### src/rtl/pbl_pkg.sv
`default_nettype none
// ============================================================================
//  Module      : pbl_pkg
//  Description : Shared types and codes for the two-terminal arbiter:
//                terminal FSM states, owner codes, terminal select codes
//                and the code driven to a decoder whose terminal is idle.
//  Revision    : 1.0 - initial release
// ============================================================================
package pbl_pkg;

  // Terminal FSM states. The encoding matches the owner code so the
  // owner output is a direct view of the state.
  typedef enum logic [1:0] {
    ST_IDLE = 2'b00,
    ST_OWN0 = 2'b01,
    ST_OWN1 = 2'b10
  } arb_state_e;

  // Owner codes seen on OWN_MATRIZ / OWN_LEDS
  localparam logic [1:0] C_OWN_NONE = 2'b00;
  localparam logic [1:0] C_OWN_U0   = 2'b01;
  localparam logic [1:0] C_OWN_U1   = 2'b10;

  // Terminal select codes carried on SEL0 / SEL1
  localparam logic C_TERM_MATRIZ = 1'b0;
  localparam logic C_TERM_LEDS   = 1'b1;

  // Functionality code routed to a decoder nobody owns
  localparam logic [2:0] C_CF_IDLE = 3'b000;

  // Authentication level meaning "not authenticated"
  localparam logic [2:0] C_AUT_NONE = 3'b000;

  // Owner code corresponding to an FSM state
  function automatic logic [1:0] owner_code(input arb_state_e st);
    case (st)
      ST_OWN0: owner_code = C_OWN_U0;
      ST_OWN1: owner_code = C_OWN_U1;
      default: owner_code = C_OWN_NONE;
    endcase
  endfunction

  // Functionality code routed for a given owner code
  function automatic logic [2:0] route_cf(input logic [1:0] owner,
                                          input logic [2:0] cf0,
                                          input logic [2:0] cf1);
    case (owner)
      C_OWN_U0: route_cf = cf0;
      C_OWN_U1: route_cf = cf1;
      default:  route_cf = C_CF_IDLE;
    endcase
  endfunction

endpackage
`default_nettype wire

### src/rtl/arbitro_terminal.sv
`default_nettype none
// ============================================================================
//  Module      : arbitro_terminal
//  Description : Arbiter for a single terminal. One FSM (IDLE/OWN0/OWN1),
//                a minimum-hold counter and a round-robin pointer used to
//                break ties between equally authenticated users.
//                Optional macro ARB_PREEMPT_EN: a contender with strictly
//                higher authentication steals the terminal immediately,
//                ignoring the hold counter.
//  Revision    : 1.0 - initial release
// ============================================================================
module arbitro_terminal
  import pbl_pkg::*;
#(
  parameter int HOLD_CYCLES = 8,
  parameter int CNT_W       = 8
) (
  input  logic       clk,
  input  logic       rst,
  input  logic       i_elig0,
  input  logic       i_elig1,
  input  logic [2:0] i_aut0,
  input  logic [2:0] i_aut1,
  output logic [1:0] o_owner,
  output logic [1:0] o_owner_nxt
);

  localparam logic [CNT_W-1:0] C_HOLD_LOAD = CNT_W'(HOLD_CYCLES - 1);
  localparam logic [CNT_W-1:0] C_HOLD_ONE  = CNT_W'(1);

  arb_state_e       r_state;
  arb_state_e       w_state_nxt;
  logic [CNT_W-1:0] r_hold;
  logic             r_pref;        // 1 = user 1 wins the next tie
  logic             w_hold_done;
  logic             w_enter;       // a new owner takes the terminal
  logic             w_preempt0;    // user 0 may steal from owner 1
  logic             w_preempt1;    // user 1 may steal from owner 0

  assign w_hold_done = (r_hold == '0);

`ifdef ARB_PREEMPT_EN
  assign w_preempt0 = i_elig0 && (i_aut0 > i_aut1);
  assign w_preempt1 = i_elig1 && (i_aut1 > i_aut0);
`else
  assign w_preempt0 = 1'b0;
  assign w_preempt1 = 1'b0;
`endif

  // Next-state decision: grant from idle, release, hold-expiry handover
  always_comb begin
    w_state_nxt = r_state;
    case (r_state)
      ST_IDLE: begin
        if (i_elig0 && i_elig1) begin
          if (i_aut0 > i_aut1) begin
            w_state_nxt = ST_OWN0;
          end else if (i_aut1 > i_aut0) begin
            w_state_nxt = ST_OWN1;
          end else begin
            w_state_nxt = r_pref ? ST_OWN1 : ST_OWN0;
          end
        end else if (i_elig0) begin
          w_state_nxt = ST_OWN0;
        end else if (i_elig1) begin
          w_state_nxt = ST_OWN1;
        end
      end
      ST_OWN0: begin
        if (!i_elig0) begin
          w_state_nxt = i_elig1 ? ST_OWN1 : ST_IDLE;
        end else if (i_elig1 && (w_hold_done || w_preempt1)) begin
          w_state_nxt = ST_OWN1;
        end
      end
      ST_OWN1: begin
        if (!i_elig1) begin
          w_state_nxt = i_elig0 ? ST_OWN0 : ST_IDLE;
        end else if (i_elig0 && (w_hold_done || w_preempt0)) begin
          w_state_nxt = ST_OWN0;
        end
      end
      default: w_state_nxt = ST_IDLE;
    endcase
  end

  assign w_enter = (w_state_nxt != r_state) && (w_state_nxt != ST_IDLE);

  // State, hold counter and tie-break pointer update
  always_ff @(posedge clk) begin
    if (rst) begin
      r_state <= ST_IDLE;
      r_hold  <= '0;
      r_pref  <= 1'b0;
    end else begin
      r_state <= w_state_nxt;
      if (w_enter) begin
        // the new owner must not win the next tie on this terminal
        r_hold <= C_HOLD_LOAD;
        r_pref <= (w_state_nxt == ST_OWN0);
      end else if (w_state_nxt == ST_IDLE) begin
        r_hold <= '0;
      end else if (!w_hold_done) begin
        r_hold <= r_hold - C_HOLD_ONE;
      end
    end
  end

  assign o_owner     = owner_code(r_state);
  assign o_owner_nxt = owner_code(w_state_nxt);

endmodule
`default_nettype wire

### src/rtl/arbitro_terminais.sv
`default_nettype none
// ============================================================================
//  Module      : arbitro_terminais
//  Description : Two-user, two-terminal arbiter (matrix and LEDs). Decodes
//                per-terminal eligibility, runs one arbitro_terminal per
//                terminal, and registers the routed functionality codes and
//                the per-user grant flags.
//                Optional macro ARB_PREEMPT_EN (see arbitro_terminal).
//  Revision    : 1.0 - initial release
// ============================================================================
module arbitro_terminais
  import pbl_pkg::*;
#(
  parameter int HOLD_CYCLES = 8,
  parameter int CNT_W       = 8
) (
  input  logic       CLK,
  input  logic       RST,
  input  logic       REQ0,
  input  logic       REQ1,
  input  logic [2:0] AUT0,
  input  logic [2:0] AUT1,
  input  logic       SEL0,
  input  logic       SEL1,
  input  logic [2:0] CF0,
  input  logic [2:0] CF1,
  output logic [2:0] FMATRIZ,
  output logic [2:0] FLEDS,
  output logic       GNT0,
  output logic       GNT1,
  output logic [1:0] OWN_MATRIZ,
  output logic [1:0] OWN_LEDS
);

  logic       w_auth0;
  logic       w_auth1;
  logic       w_elig0_m;
  logic       w_elig1_m;
  logic       w_elig0_l;
  logic       w_elig1_l;
  logic [1:0] w_nxt_m;
  logic [1:0] w_nxt_l;
  logic [2:0] r_fmatriz;
  logic [2:0] r_fleds;
  logic       r_gnt0;
  logic       r_gnt1;

  assign w_auth0 = REQ0 && (AUT0 != C_AUT_NONE);
  assign w_auth1 = REQ1 && (AUT1 != C_AUT_NONE);

  // A user is eligible only for the terminal its SEL points at, so the
  // same user can never be owner of both terminals at once.
  assign w_elig0_m = w_auth0 && (SEL0 == C_TERM_MATRIZ);
  assign w_elig1_m = w_auth1 && (SEL1 == C_TERM_MATRIZ);
  assign w_elig0_l = w_auth0 && (SEL0 == C_TERM_LEDS);
  assign w_elig1_l = w_auth1 && (SEL1 == C_TERM_LEDS);

  arbitro_terminal #(
    .HOLD_CYCLES (HOLD_CYCLES),
    .CNT_W       (CNT_W)
  ) u_matriz (
    .clk         (CLK),
    .rst         (RST),
    .i_elig0     (w_elig0_m),
    .i_elig1     (w_elig1_m),
    .i_aut0      (AUT0),
    .i_aut1      (AUT1),
    .o_owner     (OWN_MATRIZ),
    .o_owner_nxt (w_nxt_m)
  );

  arbitro_terminal #(
    .HOLD_CYCLES (HOLD_CYCLES),
    .CNT_W       (CNT_W)
  ) u_leds (
    .clk         (CLK),
    .rst         (RST),
    .i_elig0     (w_elig0_l),
    .i_elig1     (w_elig1_l),
    .i_aut0      (AUT0),
    .i_aut1      (AUT1),
    .o_owner     (OWN_LEDS),
    .o_owner_nxt (w_nxt_l)
  );

  // Route the incoming owner's code and grant flags, aligned with OWN_*
  always_ff @(posedge CLK) begin
    if (RST) begin
      r_fmatriz <= C_CF_IDLE;
      r_fleds   <= C_CF_IDLE;
      r_gnt0    <= 1'b0;
      r_gnt1    <= 1'b0;
    end else begin
      r_fmatriz <= route_cf(w_nxt_m, CF0, CF1);
      r_fleds   <= route_cf(w_nxt_l, CF0, CF1);
      r_gnt0    <= (w_nxt_m == C_OWN_U0) || (w_nxt_l == C_OWN_U0);
      r_gnt1    <= (w_nxt_m == C_OWN_U1) || (w_nxt_l == C_OWN_U1);
    end
  end

  assign FMATRIZ = r_fmatriz;
  assign FLEDS   = r_fleds;
  assign GNT0    = r_gnt0;
  assign GNT1    = r_gnt1;

endmodule
`default_nettype wire

### config.mk
export PLATFORM = sky130hd
export DESIGN_NAME = arbitro_terminais
export DESIGN_NICKNAME = d
export VERILOG_FILES = /design/src/rtl/pbl_pkg.sv /design/src/rtl/arbitro_terminal.sv /design/src/rtl/arbitro_terminais.sv
export SDC_FILE = /design/constraint.sdc
export NUM_CORES = 1
export LEC_CHECK = 0
export CAP_MARGIN = 30
export CORE_UTILIZATION = 37
export DETAILED_ROUTE_END_ITERATION = 7
export PLACE_DENSITY = 0.67
export SLEW_MARGIN = 0
export SYNTH_ARGS = -nofsm -noshare
export SYNTH_HDL_FRONTEND = slang
export SYNTH_HIERARCHICAL = 1
export SYNTH_SLANG_ARGS = --single-unit
### constraint.sdc
create_clock -name CLK -period 4.15 [get_ports CLK]
set_input_delay 0.83 -clock CLK [delete_from_list [all_inputs] [get_ports CLK]]
set_output_delay 0.83 -clock CLK [all_outputs]
set_load 0.01 [all_outputs]
==> impl_metrics.ini <==
[place]
gp_congestion = 0.791
hpwl_mm = 2.78
numPlacedInstances = 304
io_buffer_count = 29

[power]
p_leak_nw = 0.931
seqPwrFrac_pct = 40.5
p_sw_mw = 0.261
powerDensity_mw_per_mm2 = 360
p_sw_share_pct = 31.8
clkPwrFrac_pct = 29.6
internal_power_mw = 0.558
vdd_ir_drop_max_uv = 138
comb_power_share_pct = 29.9

[layout]
drive_gt1_share_pct = 10.2
n_antenna_cell = 0
fin_cells = 312
area_delta_synth_final_pct = 24.4
fin_nets = 280

[worst_setup_path]
required_ns = 4.28
crit_chain = clkdlybuf4s50_1 -> inv_1 -> ha_1 -> and4b_1 -> a21oi_1 -> nor3_1 -> nor3_1 -> inv_1 -> ha_1 -> a22oi_1 -> nor3_1
timing.rr.start = u_matriz/r_hold[0]
cpMostUsedCell = nor3_1
crit_slowest_cell = clkdlybuf4s50_1
cp_max_fo = 3
endpoint_kind = flip-flop
crit_family = buffers and inverters
crit_start = AUT0[2]
rr_endpoint = FMATRIZ[1]
critPathLaunchType = input pin
crit_buf_inv = 3
r2r_slack_ns = 1.64
crit_arrival_ns = 3.19
reg2reg_depth = 10
path_class = input pin to flip-flop
cpPeakStageDelay_ns = 0.51

[synth]
synthCells = 211
synth_top_area_share_pct = 32.9
syn-num-nets = 247
synth_area_mm2 = 0.00183
synthTopCellsByArea = dfxtp_1 33%, ha_1 12%, nor2_1 4.9%
synth_top_area_cell = dfxtp_1
ys_types = 37
synth.avg_cell_area_um2 = 8.66
ys_seq_area_share_pct = 32.9
synth_seq_cells = 30
yosysWarnings = 6

[routing]
dr.first_iter.drc_count = 59
vias = 1562
ant_nets = 0
drt-wirelength-per-cell_um = 11.9
drc = 0
viasPerCell = 5.01
drt_pre_antenna_iters = 4
wirelength_mm = 3.71

[sta]
slew_headroom_pct = 47.9
fin_worst_skew_ns = 0.00523
worstMarginPinSlew_ns = 0.779
rsz0062_at_grt = false
period_needed_ns = 3.06
final_hold_viol_count = 0
setup_viol_count_final = 0
final-max-slew-violation-count = 0
fin_setup_tns_ns = 0
max_freq_ghz = 0.327
period_share_pct = 73.6

[hold_path]
hold_class = flip-flop to flip-flop
min_to = u_leds/r_pref
hold_start = u_leds/r_pref
hold_path_depth = 1

[clock_tree]
htree_levels = 2
clock_latency_ns = 0.28
hold_buffers = 0
cts_resized = 0
cts_buffers = 5
postCtsSetupRepairBufs = 0
clock_tree.root_cell = clkbuf_8
cts_buffer_depth = 2
cts_tree = yes
cts.clk_slew.worst_paths_ns = 0.06
clock_sinks = 30

[floorplan]
dieArea_mm2 = 0.00523
die_y_um = 72.3
fp.coreArea_mm2 = 0.00472
start_util_pct = 38.7
rows = 25
ioPinCount = 30
die_x_um = 72.3

[global_route]
antenna_found_initial = 0
grt_pass1_wl_mm = 6.40
grt_pass1_vias = 1417
grt_max_degree = 21
grt_usage_pct = 15.8
grt_remaining_overflow = 0

[run_status]
status = completed

[run]
cap_violations = 0
metrics by stage:
stage | hold WS, ns | worst slack (ns) | power (mW) | utilization (%) | area (µm²)
6_report | 0.503 | 1.09 | 0.819 | 48.2 | 2270
5_1_grt | 0.518 | 0.874 | 0.875 | 48.2 | 2270
4_1_cts | 0.509 | 1.10 | 0.825 | 48.2 | 2270
3_5_place_dp | 0.491 | 0.838 | 0.580 | 46.2 | 2180
3_3_place_gp | 0.488 | 0.869 | 0.579 | 46.2 | 2180
2_1_floorplan | 0.462 | 1.67 | 0.515 | - | 1830
cell type report:
cell class | instances | area [µm²]
fill | 474 | 2450
multi-input combinational | 160 | 1140
sequential | 30 | 601
timing repair buffer | 29 | 290
clock buffer | 7 | 86.3
tap | 67 | 83.8
inverter | 18 | 67.6
clock inverter | 1 | 5.00
flip-flops by register name (all words and copies together) (netlist names):
name              cells
GNT1                  1
u_matriz/r_pref       1
u_matriz/r_hold       8
u_leds/r_hold         8
u_leds/r_state        2
FLEDS                 3
FMATRIZ               3
GNT0                  1
u_leds/r_pref         1
u_matriz/r_state      2
metal layers:
layer | global-route usage, % | share of wire, %
met3 | 4.44 | 4.9
met1 | 20.8 | 50
met5 | 0 | 0
met2 | 24.1 | 44
met4 | 6.97 | 1.9
power groups by stage:
stage          Clock (mW)  Combinational (mW)  Sequential [mW]
2_1_floorplan           0               0.182            0.333
3_3_place_gp            0               0.241            0.338
3_5_place_dp            0               0.242            0.338
4_1_cts             0.248               0.245            0.332
5_1_grt             0.262               0.277            0.335
6_report            0.243               0.245            0.331
cells by family (layout without fill, tap and decap cells):
family	after synthesis	count (layout)	share of synthesized area (%)
compound gates	38	38	15.7
xor+xnor	12	12	5.75
fa+ha+maj	18	18	12.3
buf+inv	21	55	4.72
flops	30	30	32.9
simple gates	92	92	28.6
synthesized netlist by cell type (all sizes together):
library cell,number
nand4,4
nor4,4
a31o,2
ha,18
o31ai,4
and3,2
a32o,2
o21ai,6
nand2b,4
a31oi,2
and4,2
and2,2
xor2,8
nand3,4
a22oi,8
xnor2,4
and4b,2
nor2,24
nor3b,2
a21oi,8
nor2b,4
buf,1
nor3,12
dfxtp,30
a32oi,2
or4,2
clkbuf,2
o21a,2
nand3b,4
inv,18
o22ai,2
nand2,20
worst max-delay path by stage:
stage                  to  slack [ns]  cells past startpoint
2_1_floorplan  FMATRIZ[1]        1.67                     10
3_3_place_gp   FMATRIZ[1]        0.87                     11
3_5_place_dp   FMATRIZ[1]        0.84                     11
4_1_cts        FMATRIZ[1]        1.10                     11
5_1_grt        FMATRIZ[0]        0.87                     11
6_report       FMATRIZ[1]        1.09                     11
cell usage in the layout (no fill, tap or decap), types with 4 or more instances in the layout:
master and count:
xnor2_1 4, nand3b_1 4, xor2_1 8, clkdlybuf4s50_1 29, clkbuf_8 6, nor2_1 24
inv_1 18, a21oi_1 8, nand3_1 4, dfxtp_1 30, nand4_1 4, nand2_1 18
nor2b_1 4, a22oi_1 8, nand2b_1 4, nor3_1 12, ha_1 18
(Power assumes the default switching activity.)
